[src/rtl/ddr3_rw_arbiter.sv]
// ddr3_rw_arbiter
// Burst scheduler between the DDR3 burst command engine and the two
// frame-buffer FIFOs (Ethernet write FIFO, LCD read FIFO). It picks the side
// that gets the next burst, generates burst start addresses inside each
// side's pixel window, wraps at the window end, applies frame reloads, and
// manages ping-pong bank selection (address bit 27).
//
// Ports
//   clk, rst_n                  DDR3 user clock, synchronous active-low reset
//   ddr3_init_done              calibration done; low forces IDLE
//   wfifo_rcount / rfifo_wcount FIFO levels in 128-bit words
//   wr_load / rd_load           frame reload levels (rising edge = reload)
//   ddr3_pingpang_en            enable two-bank ping-pong
//   ddr3_read_valid             0 blocks all read bursts
//   addr_{wr,rd}_{min,max}      pixel address windows, max exclusive
//   {wr,rd}_burst_len           burst length in 128-bit beats
//   {wr,rd}_cmd_req/addr/len    registered burst command outputs
//   {wr,rd}_cmd_ack             command accepted
//   {wr,rd}_done                one-cycle burst-finished pulse
module ddr3_rw_arbiter #(
    parameter int FIFO_CNT_W  = 11,
    parameter int RFIFO_DEPTH = 1024
) (
    input  logic                  clk,
    input  logic                  rst_n,
    input  logic                  ddr3_init_done,
    input  logic [FIFO_CNT_W-1:0] wfifo_rcount,
    input  logic [FIFO_CNT_W-1:0] rfifo_wcount,
    input  logic                  wr_load,
    input  logic                  rd_load,
    input  logic                  ddr3_pingpang_en,
    input  logic                  ddr3_read_valid,
    input  logic [27:0]           addr_wr_min,
    input  logic [27:0]           addr_wr_max,
    input  logic [27:0]           addr_rd_min,
    input  logic [27:0]           addr_rd_max,
    input  logic [9:0]            wr_burst_len,
    input  logic [9:0]            rd_burst_len,
    output logic                  wr_cmd_req,
    output logic [27:0]           wr_cmd_addr,
    output logic [9:0]            wr_cmd_len,
    input  logic                  wr_cmd_ack,
    input  logic                  wr_done,
    output logic                  rd_cmd_req,
    output logic [27:0]           rd_cmd_addr,
    output logic [9:0]            rd_cmd_len,
    input  logic                  rd_cmd_ack,
    input  logic                  rd_done
);

    typedef enum logic [2:0] {
        IDLE, ARB, WR_REQ, WR_WAIT, RD_REQ, RD_WAIT
    } state_t;

    state_t state, state_nxt;

    logic [27:0] wr_ptr, rd_ptr;
    logic        wr_bank, rd_bank;
    logic        wr_load_q, rd_load_q;
    logic        wr_load_pend, rd_load_pend;
    logic        last_grant_rd;   // 1: last grant went to read

    logic        wr_elig, rd_elig, rd_urgent;
    logic        grant_wr, grant_rd;

    // Eligibility compares done in 32 bits so the depth subtraction can
    // never underflow: wcount <= DEPTH - len  <=>  wcount + len <= DEPTH.
    assign wr_elig   = (wr_burst_len != 10'd0) &&
                       (32'(wfifo_rcount) >= 32'(wr_burst_len));
    assign rd_elig   = ddr3_read_valid && (rd_burst_len != 10'd0) &&
                       (32'(rfifo_wcount) + 32'(rd_burst_len) <= 32'(RFIFO_DEPTH));
    assign rd_urgent = 32'(rfifo_wcount) < 32'(rd_burst_len);

    // Pointer advance, 29 bits wide so ptr + step cannot overflow.
    logic [28:0] wr_sum, rd_sum;
    logic        wr_wrap, rd_wrap;
    assign wr_sum  = {1'b0, wr_ptr} + {16'd0, wr_cmd_len, 3'd0};
    assign rd_sum  = {1'b0, rd_ptr} + {16'd0, rd_cmd_len, 3'd0};
    assign wr_wrap = wr_sum >= {1'b0, addr_wr_max};
    assign rd_wrap = rd_sum >= {1'b0, addr_rd_max};

    // A pending reload is applied in ARB before the grant, so the granted
    // address must already see the reloaded pointer/bank.
    logic [27:0] wr_ptr_cur, rd_ptr_cur;
    logic        wr_bank_cur, rd_bank_cur;
    assign wr_ptr_cur  = wr_load_pend ? addr_wr_min : wr_ptr;
    assign rd_ptr_cur  = rd_load_pend ? addr_rd_min : rd_ptr;
    assign wr_bank_cur = ddr3_pingpang_en & wr_bank;
    assign rd_bank_cur = ddr3_pingpang_en & (rd_load_pend ? ~wr_bank : rd_bank);

    logic load_window;
    assign load_window = (state == IDLE) || (state == ARB);

    always_ff @(posedge clk) begin
        if (!rst_n) state <= IDLE;
        else        state <= state_nxt;
    end

    always_comb begin
        state_nxt = state;
        grant_wr  = 1'b0;
        grant_rd  = 1'b0;
        case (state)
            IDLE: if (ddr3_init_done) state_nxt = ARB;
            ARB: begin
                if (wr_elig && rd_elig) begin
                    // Urgent read starves the LCD otherwise; else alternate.
                    if (rd_urgent || !last_grant_rd) grant_rd = 1'b1;
                    else                             grant_wr = 1'b1;
                end else if (wr_elig) begin
                    grant_wr = 1'b1;
                end else if (rd_elig) begin
                    grant_rd = 1'b1;
                end
                if (grant_wr) state_nxt = WR_REQ;
                if (grant_rd) state_nxt = RD_REQ;
            end
            WR_REQ:  if (wr_cmd_ack) state_nxt = WR_WAIT;
            WR_WAIT: if (wr_done)    state_nxt = ARB;
            RD_REQ:  if (rd_cmd_ack) state_nxt = RD_WAIT;
            RD_WAIT: if (rd_done)    state_nxt = ARB;
            default: state_nxt = IDLE;
        endcase
        // Calibration loss abandons whatever is in flight.
        if (!ddr3_init_done) begin
            state_nxt = IDLE;
            grant_wr  = 1'b0;
            grant_rd  = 1'b0;
        end
    end

    always_ff @(posedge clk) begin
        if (!rst_n) begin
            wr_ptr        <= '0;
            rd_ptr        <= '0;
            wr_bank       <= 1'b0;
            rd_bank       <= 1'b0;
            wr_load_q     <= 1'b0;
            rd_load_q     <= 1'b0;
            wr_load_pend  <= 1'b0;
            rd_load_pend  <= 1'b0;
            last_grant_rd <= 1'b1;
            wr_cmd_req    <= 1'b0;
            rd_cmd_req    <= 1'b0;
            wr_cmd_addr   <= '0;
            rd_cmd_addr   <= '0;
            wr_cmd_len    <= '0;
            rd_cmd_len    <= '0;
        end else begin
            wr_load_q <= wr_load;
            rd_load_q <= rd_load;

            // A new edge beats a same-cycle clear so it is never lost.
            if (wr_load && !wr_load_q) wr_load_pend <= 1'b1;
            else if (load_window)      wr_load_pend <= 1'b0;
            if (rd_load && !rd_load_q) rd_load_pend <= 1'b1;
            else if (load_window)      rd_load_pend <= 1'b0;

            case (state)
                IDLE: begin
                    wr_ptr  <= addr_wr_min;
                    rd_ptr  <= addr_rd_min;
                    wr_bank <= 1'b0;
                    rd_bank <= 1'b0;
                end
                ARB: begin
                    if (wr_load_pend) wr_ptr <= addr_wr_min;
                    if (rd_load_pend) begin
                        rd_ptr  <= addr_rd_min;
                        rd_bank <= rd_bank_cur;
                    end
                end
                WR_WAIT: if (wr_done) begin
                    if (wr_wrap) begin
                        wr_ptr  <= addr_wr_min;
                        wr_bank <= ddr3_pingpang_en & ~wr_bank;
                    end else begin
                        wr_ptr  <= wr_sum[27:0];
                    end
                end
                RD_WAIT: if (rd_done) begin
                    if (rd_wrap) begin
                        rd_ptr  <= addr_rd_min;
                        // Read side follows the frame the writer just finished.
                        rd_bank <= ddr3_pingpang_en & ~wr_bank;
                    end else begin
                        rd_ptr  <= rd_sum[27:0];
                    end
                end
                default: ;
            endcase

            if (!ddr3_pingpang_en) begin
                wr_bank <= 1'b0;
                rd_bank <= 1'b0;
            end

            wr_cmd_req <= (state_nxt == WR_REQ);
            rd_cmd_req <= (state_nxt == RD_REQ);

            if (grant_wr) begin
                wr_cmd_addr   <= {wr_bank_cur, wr_ptr_cur[26:0]};
                wr_cmd_len    <= wr_burst_len;
                last_grant_rd <= 1'b0;
            end
            if (grant_rd) begin
                rd_cmd_addr   <= {rd_bank_cur, rd_ptr_cur[26:0]};
                rd_cmd_len    <= rd_burst_len;
                last_grant_rd <= 1'b1;
            end
        end
    end

endmodule
[config.mk]
export PLATFORM = sky130hd
export DESIGN_NAME = ddr3_rw_arbiter
export DESIGN_NICKNAME = d
export VERILOG_FILES = /design/src/rtl/ddr3_rw_arbiter.sv
export SDC_FILE = /design/constraint.sdc
export NUM_CORES = 1
export LEC_CHECK = 0
export BUFFER_PORTS_ARGS = -buffer_cell sky130_fd_sc_hd__buf_2
export CAP_MARGIN = 30
export CELL_PAD_IN_SITES_DETAIL_PLACEMENT = 1
export CELL_PAD_IN_SITES_GLOBAL_PLACEMENT = 1
export CORE_ASPECT_RATIO = 1.1
export CORE_MARGIN = 2
export CORE_UTILIZATION = 41
export DETAILED_ROUTE_END_ITERATION = 7
export PLACE_DENSITY_LB_ADDON = 0.2
export SLEW_MARGIN = 20
export SYNTH_ARGS = -nofsm -noshare
export SYNTH_HDL_FRONTEND = slang
export SYNTH_SLANG_ARGS = --single-unit
[constraint.sdc]
create_clock -name clk -period 5.1 [get_ports clk]
set_clock_uncertainty 0.2 [all_clocks]
set_input_delay 0 -clock clk [delete_from_list [all_inputs] [get_ports clk]]
set_output_delay 0 -clock clk [all_outputs]
set_load 0.02 [all_outputs]
==> run metrics, run 1 <==
top cell type by total area after synthesis=dfxtp_1; Overflow after GRT=0; worst skew pair latency=0.44 ns; status=completed; Rows=62; initial antenna violation count=4; H-Tree Depth=4; Final period util=0.955; Final Instance Area=0.0141 mm²; Final setup viols=0; pin slew with the least headroom to its limit=1.03 ns; first-pass GRT wire length=64000 µm; WP data arrival=5.02 ns; Async S/R FF share, synth=0; starting DRC count in detailed routing=577; routability cong.=0.872; Die H=174 µm; Post-DP Area=0.0123 mm²; Synth top cells by count=170 x nand2_1, 144 x dfxtp_1, 109 x inv_1; fin cells=2040; Lkg Pwr=6.39 nW; Max Slew Vio Count=0; Worst Setup Start Kind=register; clock sinks=144; routed wire length=40000 µm; Clk pin slew, worst setup/hold paths=0.07 ns; Tmin final=4.87 ns; CTS tree=yes; CTS Buf Count=17; Final Hold Fails=0; highest clock rate=205 MHz; Syn Area/Cell=8.05 µm²; # fillers=3212; post-synthesis cell type count=77; largest fanout on the critical path=18; Wirelength per Cell=19.6 µm; Rel. slew slack=0.313; number of synthesized flops with an enable pin=0; clock buffer depth=2; Die Wd=159 µm; Synth Register Bits=144; area of the mapped netlist=0.0108 mm²; Top Ports=243; All-Layer GR Usage=0.292; vias per cell=5.59; WHS=0.0706 ns; total of max-cap violations=0; Die Area=0.0276 mm²; Layout area overhead=31.1%; Initial Utilization=0.415; post-synth top area share=0.267; Mapped Nets=1613; synth warn=0; DRC=0; count leader, synth=nand2_1; Final ANT Viol Nets=0; CTS root buf=clkbuf_16; PortBufs=242; Final nets=1945; Power Density=241 mW/mm²; Max VDD drop=199 µV; sequential area share after synthesis=0.267; gate count after technology mapping=1339; Critical Path End Type=register; type of the worst min-delay path=input pin to register; first-pass detailed-route iteration total=4; total chip power=0.00340 W; # placed instances=1889; setup TNS=0 ns; CP Class=register to register; largest net degree at the start of global routing=82; top_reg_cell synth=dfxtp_1; via count=11403; layout cells sized above 1=0.222; post-DP HPWL=28000 µm; Critical Path RT=5.25 ns; number of global-route vias before repair=12251; area of the core=0.0260 mm²; Synth area leaders=dfxtp_1 27%, ha_1 12%, mux2i_1 6.6%
==> sequential cells by signal, indices dropped and copies added (netlist names), 3 cells and up <==
register / count
rd_cmd_addr: 28
rd_ptr: 28
wr_cmd_addr: 28
wr_ptr: 28
rd_cmd_len: 10
wr_cmd_len: 10
state: 3
==> cell type report <==
cell class | count | area, µm² | share of cell area
Multi-Input combinational cell | 1017 | 7250 | 0.512
Sequential cell | 144 | 2890 | 0.204
Timing Repair Buffer | 382 | 2600 | 0.184
Tap cell | 352 | 440 | 0.0311
Clock buffer | 17 | 425 | 0.0301
Inverter | 109 | 409 | 0.0289
Clock inverter | 15 | 125 | 0.00885
Antenna cell | 4 | 10.0 | 0.000708
==> final timing paths <==
| path | startpoint | end | slack, ns | depth (start not counted) |
|---|---|---|---|---|
| hold reg to reg | rd_cmd_addr[11] | rd_cmd_addr[11] | 0.25 | 2 |
| hold / removal | rfifo_wcount[10] | last_grant_rd | 0.07 | 4 |
| setup / recovery | rd_ptr[3] | rd_ptr[24] | 0.23 | 20 |
| setup reg to reg | rd_ptr[3] | rd_ptr[24] | 0.23 | 20 |
==> report_power, final <==
part	internal, W	switching (W)	total, W
registers	0.00119	0.0000855	0.00128
clock network	0.000637	0.000581	0.00122
logic	0.000399	0.000508	0.000907
total	0.00223	0.00117	0.00340
==> critical path, cell delays in order (launching register included) <==
cell	delay (ns)
dfxtp_1	0.34
ha_1	0.22
inv_1	0.08
fa_1	0.20
nor2b_1	0.07
o31ai_1	0.56
a32oi_2	0.31
a21o_1	0.24
buf_4	0.16
xnor2_1	0.13
ha_1	0.27
and3_1	0.18
nand3_1	0.09
or2_2	0.30
a2111oi_0	0.27
o21ai_1	0.19
and3_1	0.26
nand3_1	0.15
buf_12	0.18
o221ai_1	0.15
o21ai_1	0.24
==> cells in the final DEF (no fill, tap or decap), types with 10 or more instances in the layout <==
cell type	count
nor2_1	97
dfxtp_1	142
and3_1	11
nand2_1	170
inv_1	108
buf_4	21
dlygate4sd3_1	113
a221oi_1	20
and2_1	11
o221ai_1	25
a211oi_1	25
nor3_1	13
o21a_1	10
a21o_1	24
ha_1	106
a211oi_2	16
a21oi_1	57
nand3_1	46
mux2i_1	71
xnor2_1	36
o21ai_0	86
nand4_1	13
mux2_2	24
buf_2	241
clkbuf_16	17
nor2b_1	19
==> cells by family (layout without fill, tap and decap cells) <==
kind of cell / count (synthesis) / in the layout / synth area share
compound gates: 340 / 340 / 0.223
mux: 95 / 95 / 0.0910
xor+xnor: 47 / 47 / 0.0382
fa+ha+maj: 109 / 109 / 0.129
buf+inv: 178 / 523 / 0.0705
other cells: 0 / 4 / 0
flops: 144 / 144 / 0.267
simple gates: 426 / 426 / 0.182
==> stage by stage <==
step / setup WS, ns / util
final: 0.228 / 0.544
after global routing: -0.0424 / 0.544
after CTS: 0.0350 / 0.539
after detailed placement: 0.145 / 0.475
after global placement: 0.190 / 0.473
after floorplan: 0.343 / -
==> repair_timing <==
action,CTS,global route
resized for setup,0,20
endpoints found under the hold margin,144,0
setup buffers,0,2
hold buffers,113,0
setup endpoints to repair,0,49
==> metal layers <==
layer  global-route usage  share of wire
met5                    0              0
met4                0.126          0.035
met3               0.0436          0.044
met2                0.523           0.51
met1                0.340           0.41
Power figures use the tool's default switching activity.
==> inputs of run 2 (changes only) <==
Settings changed: CORE_MARGIN 2 to 1.5, CORE_UTILIZATION 41 to 42, CTS_BUF_LIST set to sky130_fd_sc_hd__clkbuf_4 sky130_fd_sc_hd__clkbuf_8.
==> run 2 against run 1 <==
  * Combinational power shrank 0.8%
  * Non-clock buffer count grew 5
  * Final cell count shrank 0.15%
  * Critical path depth grew 1
  * Sequential cell count is the same
  * Core utilization grew 0.94 points
  * Fmax grew 1.4%
  * Sequential share of layout area grew 0.22 points
  * First-iteration DRC count shrank 8.1%
  * Clock power shrank 16%
  * Largest power group unchanged
==> run metrics, run 2 (synthesis gave the netlist of run 1 again) <==
Worst Setup Start Kind=register; status=completed; Reg2Reg Setup Slack=0.29 ns (+0.07 ns); most frequent cells in the layout=241 x buf_2, 170 x nand2_1, 143 x dfxtp_1, 116 x dlygate4sd3_1, 108 x inv_1; CTS root buf=clkbuf_8; DRC=0 (unchanged); routed wire length=38900 µm (-2.9%); Die Area=0.0266 mm² (-3.5%); post-DP HPWL=27800 µm (-0.37%); initial antenna violation count=2 (-2); layout cells sized above 1=0.220 (-0.00184); pin slew with the least headroom to its limit=0.946 ns (-0.0831 ns); Initial Utilization=0.427 (+0.0119); Max Slew Vio Count=0 (unchanged); Die H=171 µm (-1.7%); worst skew pair latency=0.49 ns (+0.05 ns); fin cells=2037 (-0.15%); Overflow after GRT=0 (unchanged); Layout area overhead=29.7%; area of the multi-input gates=0.00720 mm² (-0.60%); Tmin final=4.81 ns (-0.0671 ns); type of the worst min-delay path=input pin to register; setup ws final=0.295 ns (+0.0671 ns); hold wc startpoint=rfifo_wcount[10]; # fillers=3127 (-2.6%); Die Wd=156 µm (-1.8%); P_int=0.00209 W (-6.3%); total chip power=0.00319 W (-6.2%); Top Ports=243 (unchanged); routability cong.=0.872 (about the same); Lkg Pwr=6.35 nW (-0.62%); H-Tree Depth=4 (unchanged); Final ANT Viol Nets=0 (unchanged); pre-CTS setup slack=0.0732 ns (-0.0721 ns); Critical Path End Type=register; Rel. slew slack=0.370 (+0.0571); via count=11467 (+0.56%); largest net degree at the start of global routing=85 (+3.7%); first-pass detailed-route iteration total=5 (+1); Final setup viols=0 (unchanged); register area=0.00288 mm² (about the same); WHS=0.0199 ns (-0.0507 ns); Clk pin slew, worst setup/hold paths=0.11 ns (+0.04 ns); Comb pwr share=0.282 (+0.015); WP data arrival=5.03 ns (about the same); Max VDD drop=148 µV (-25%); first-pass GRT wire length=61700 µm (-3.5%); vias per cell=5.63 (+0.71%); clock share of power=0.319 (-0.039); Wirelength per Cell=19.1 µm (-2.8%); starting DRC count in detailed routing=530 (-8.1%); All-Layer GR Usage=0.292 (+0.000517); highest clock rate=208 MHz (+1.4%); CTS tree=yes; Seq pwr share=0.399 (+0.024); Final Hold Fails=0 (unchanged); CP Class=register to register; Final nets=1950 (+0.26%); largest fanout on the critical path=10 (-8); net load switching power=0.00110 W (-5.9%); number of global-route vias before repair=11976 (-2.2%); Sw Share=0.346 (+0.00102); Power Density=228 mW/mm² (-5.1%); CTS Buf Count=17 (unchanged); worst reg2reg startpoint=wr_ptr[3]; PortBufs=242 (unchanged); Worst Setup SP=wr_ptr[3]; clock buffer depth=2 (unchanged); # placed instances=1881 (-0.42%); setup TNS=0 ns (unchanged); Rows=61 (-1.6%); commonest non-fill, non-tap cell in the layout=buf_2; clock sinks=144 (unchanged); total of max-cap violations=0 (unchanged); Final period util=0.942 (-0.0132); area of the core=0.0253 mm² (-2.8%); Critical Path RT=5.33 ns (+0.08 ns)
==> run 2: changes by cell type in the layout (fill, tap and decap cells not counted), sizes merged <==
| cell | previous run | this run |
|---|---|---|
| dlygate4sd3 | 113 | 116 |
| buf | 269 | 271 |
| bufinv | 0 | 3 |
| inv | 117 | 113 |
| clkbuf | 17 | 18 |
| diode | 4 | 2 |
==> run 2: stage by stage <==
step / instance area (µm²) / utilization
after detailed placement: 12300 / 0.486
final: 14000 / 0.554
after global placement: 12300 / 0.486
after global routing: 14000 / 0.554
after floorplan: 10800 / -
after CTS: 13900 / 0.549
==> run 2: worst paths after layout <==
path / endpoint / depth (start not counted)
setup / recovery: wr_ptr[13] / 21
hold / removal: state[1] / 4
setup reg to reg: wr_ptr[13] / 21
hold reg to reg: rd_cmd_addr[5] / 2
==> run 2: critical path, cell delays in order, from the launching register on <==
cell and delay [ns]:
dfxtp_1 0.40, ha_1 0.20, inv_1 0.06, fa_1 0.39, nor2b_1 0.16, o31a_1 0.17
o21ai_0 0.07, nor2b_1 0.17, o21ai_1 0.16, buf_4 0.20, and4_1 0.23, xor2_1 0.23
ha_1 0.18, nand4_1 0.12, nor2_1 0.18, nand3_1 0.13, a21oi_1 0.45, nor4_2 0.12
nor2_2 0.42, buf_4 0.28, a2bb2oi_1 0.08, a31oi_1 0.15
==> run 2: power by group through the flow <==
stage	Sequential (W)	Combinational (W)	Clock, W
after floorplan	0.00128	0.000539	0
after global placement	0.00129	0.000785	0
after detailed placement	0.00129	0.000811	0
after CTS	0.00127	0.000880	0.00104
after global routing	0.00128	0.000997	0.00108
final	0.00127	0.000900	0.00102
==> run 2: layout make-up <==
type / instances / share of cell area
sequential: 144 / 0.206
tap: 346 / 0.0310
clock inverter: 14 / 0.0130
inverter: 109 / 0.0293
antenna: 2 / 0.000358
clock buffer: 18 / 0.0173
multi-input combinational: 1017 / 0.515
timing repair buffer: 387 / 0.188
==> run 2: routing by layer <==
metal / vias up / GRT usage / routed length, µm
li1: 5489 / - / -
met1: 5566 / 0.339 / 16200
met2: 335 / 0.541 / 19800
met3: 77 / 0.0448 / 1700
met4: 0 / 0.107 / 1130
met5: - / 0 / 0
==> run 2: timing repair <==
item / 4_1_cts / 5_1_grt
setup buffers: 0 / 3
resized for setup: 0 / 10
endpoints found under the setup margin: 0 / 45
hold buffers: 116 / 0
endpoints found under the hold margin: 144 / 0
==> inputs of run 3 (changes only) <==
Settings changed: CORE_UTILIZATION 42 to 41, CTS_BUF_LIST sky130_fd_sc_hd__clkbuf_4 sky130_fd_sc_hd__clkbuf_8 to unset.
==> run 3 against run 2 <==
  * Cell area decreased by 0.62%
  * Sequential share of layout area increased by 0.13 points
  * Fmax decreased by 1.4%
  * Sequential power about the same
  * Count of clock-buffer cells in the layout unchanged
  * Register-to-register slack got worse by 0.07 ns
  * First-iteration DRC count decreased by 5.8%
  * Total power increased by 12%
  * Non-clock buffer count decreased by 32
  * Clock power increased by 40%
  * Largest power group is now clock
==> run metrics, run 3 (synthesis gave the netlist of run 1 again) <==
uppermost layer routed=met4; CTS root buf=clkbuf_16; ordered list of cells on the worst path=ha_1, inv_1, fa_1, nor2b_1, o31a_1, o21ai_0, nor2b_1, o21ai_1, buf_4, and4_1, xor2_2, ha_1, a21o_1, a21oi_1, o21ai_0, o31a_1, nor4_2, nor2_2, buf_4, a222oi_1, nor2_1; register area=0.00288 mm² (unchanged); pin slew with the least headroom to its limit=0.938 ns (-0.00717 ns); commonest non-fill, non-tap cell in the layout=buf_2; final core utilization=0.535 (-0.0188); CP max stage cell=fa_1; routed wire length=38800 µm (-0.30%); Buf/Inv on CP=3 (unchanged); largest fanout on the critical path=14 (+4); Max VDD drop=167 µV (+13%); largest net degree at the start of global routing=84 (-1.2%); worst skew pair latency=0.45 ns (-0.04 ns); crit-path max cell delay=0.39 ns (-0.06 ns); Overflow after GRT=0 (unchanged); post-CTS setup buffer count=0 (unchanged); Final ANT Viol Nets=0 (unchanged); WHS=0.0323 ns (+0.0124 ns); first-pass detailed-route iteration total=5 (unchanged); DR WL met3=1800 µm (+6.2%); wl on met1=15800 µm (-2.4%); Worst R2R Path Depth=21 (unchanged); All-Layer GR Usage=0.286 (-0.00630); kind of cell adding the most delay to the critical path=compound AO/OA/AOI/OAI gates; vias per cell=5.62 (-0.13%); via count=11300 (-1.5%); Die H=173 µm (+1.2%); path length in cells of the critical path=21 (unchanged); Final setup viols=0 (unchanged); WP data arrival=5.00 ns (-0.03 ns); Worst Setup Start Kind=register; DRC=0 (unchanged); fin cells=2010 (-1.3%); # placed instances=1888 (+0.37%); H-Tree Depth=4 (unchanged); Top Ports=243 (unchanged); Final period util=0.955 (+0.0129); clock sinks=144 (unchanged); Clk pin slew, worst setup/hold paths=0.06 ns (-0.05 ns); Critical Path RT=5.22 ns (-0.11 ns); status=completed; Rel. slew slack=0.374 (+0.00478); most frequent cells in the layout=241 x buf_2, 170 x nand2_1, 143 x dfxtp_1, 108 x inv_1, 106 x ha_1; Rows=62 (+1.6%); Critical Path End Type=register; Die Area=0.0273 mm² (+2.4%); starting DRC count in detailed routing=499 (-5.8%); Die Wd=158 µm (+1.2%); CTS tree=yes; Power Density=258 mW/mm² (+13%); clock buffer depth=2 (unchanged); # fillers=3221 (+3.0%); worst reg2reg startpoint=wr_ptr[3]; Hold Path Sink=wr_cmd_addr[27]; initial antenna violation count=2 (unchanged); highest clock rate=205 MHz (-1.4%); area of the core=0.0260 mm² (+2.9%); Wirelength per Cell=19.3 µm (+1.0%); type of the worst min-delay path=input pin to register; post-DP HPWL=27500 µm (-1.4%); routability cong.=0.913 (+4.7%); CTS Buf Count=17 (unchanged); hold wc startpoint=rfifo_wcount[10]; WL met2=19900 µm (+0.47%); PortBufs=242 (unchanged); area of the multi-input gates=0.00721 mm² (+0.17%); Reg2Reg Setup Slack=0.23 ns (-0.07 ns); Lkg Pwr=6.31 nW (-0.67%); Tmin final=4.87 ns (+0.0660 ns); first-pass GRT wire length=61800 µm (+0.11%); Max Slew Vio Count=0 (unchanged); Initial Utilization=0.415 (-0.0119); CP Class=register to register; setup TNS=0 ns (unchanged); Final nets=1918 (-1.6%); layout cells sized above 1=0.223 (+0.00318); number of global-route vias before repair=11942 (-0.28%); Layout area overhead=28.9%; Final Hold Fails=0 (unchanged); total of max-cap violations=0 (unchanged); Reg2Reg Capture Point=wr_ptr[22]; hold path cells=4 (unchanged)
-- run 3: layout make-up --
cell class,instances,area share
antenna,2,0.000360
clock buffer,18,0.0316
clock inverter,13,0.0151
inverter,109,0.0294
multi-input combinational,1017,0.519
sequential,144,0.208
tap,352,0.0317
timing repair buffer,355,0.165
-- run 3: tightest hold or removal path, cell delays in order --
cell and delay (ns):
buf_2 0.13, o221ai_2 0.19, a21oi_4 0.18, o21ai_0 0.10
-- run 3: timing repair --
item / CTS / global route
gates resized for setup: 0 / 14
endpoints found under the setup margin: 0 / 36
hold buffers: 87 / 0
endpoints found under the hold margin: 144 / 0
-- run 3: metal layers --
layer / GRT usage / up-vias
li1: - / 5418
met2: 0.517 / 328
met1: 0.330 / 5478
met4: 0.116 / 0
met3: 0.0451 / 76
met5: 0 / -
-- run 3: through the flow --
| step | setup WS [ns] | cell area (µm²) | power [W] |
|---|---|---|---|
| floorplan | 0.343 | 10800 | 0.00182 |
| finish | 0.229 | 13900 | 0.00359 |
| global placement | 0.288 | 12300 | 0.00207 |
| detailed placement | 0.125 | 12300 | 0.00210 |
| global route | -0.0142 | 13900 | 0.00376 |
| CTS | 0.0332 | 13800 | 0.00359 |
-- run 3: worst max-delay path by stage --
stage	startpoint	slack, ns	to
floorplan	wr_cmd_len[0]	0.34	wr_ptr[17]
global placement	wr_ptr[3]	0.29	wr_ptr[2]
detailed placement	rd_ptr[3]	0.12	rd_ptr[5]
CTS	rd_ptr[3]	0.03	rd_ptr[4]
global route	wr_ptr[3]	-0.01	wr_ptr[22]
finish	wr_ptr[3]	0.23	wr_ptr[22]
-- run 3: report_power, final --
| group | total, W | leakage, nW | internal [W] | switching, W |
|---|---|---|---|---|
| registers | 0.00128 | 1.18 | 0.00119 | 0.0000874 |
| logic | 0.000883 | 4.81 | 0.000388 | 0.000495 |
| clock network | 0.00143 | 0.313 | 0.000881 | 0.000546 |
| total | 0.00359 | 6.31 | 0.00246 | 0.00113 |
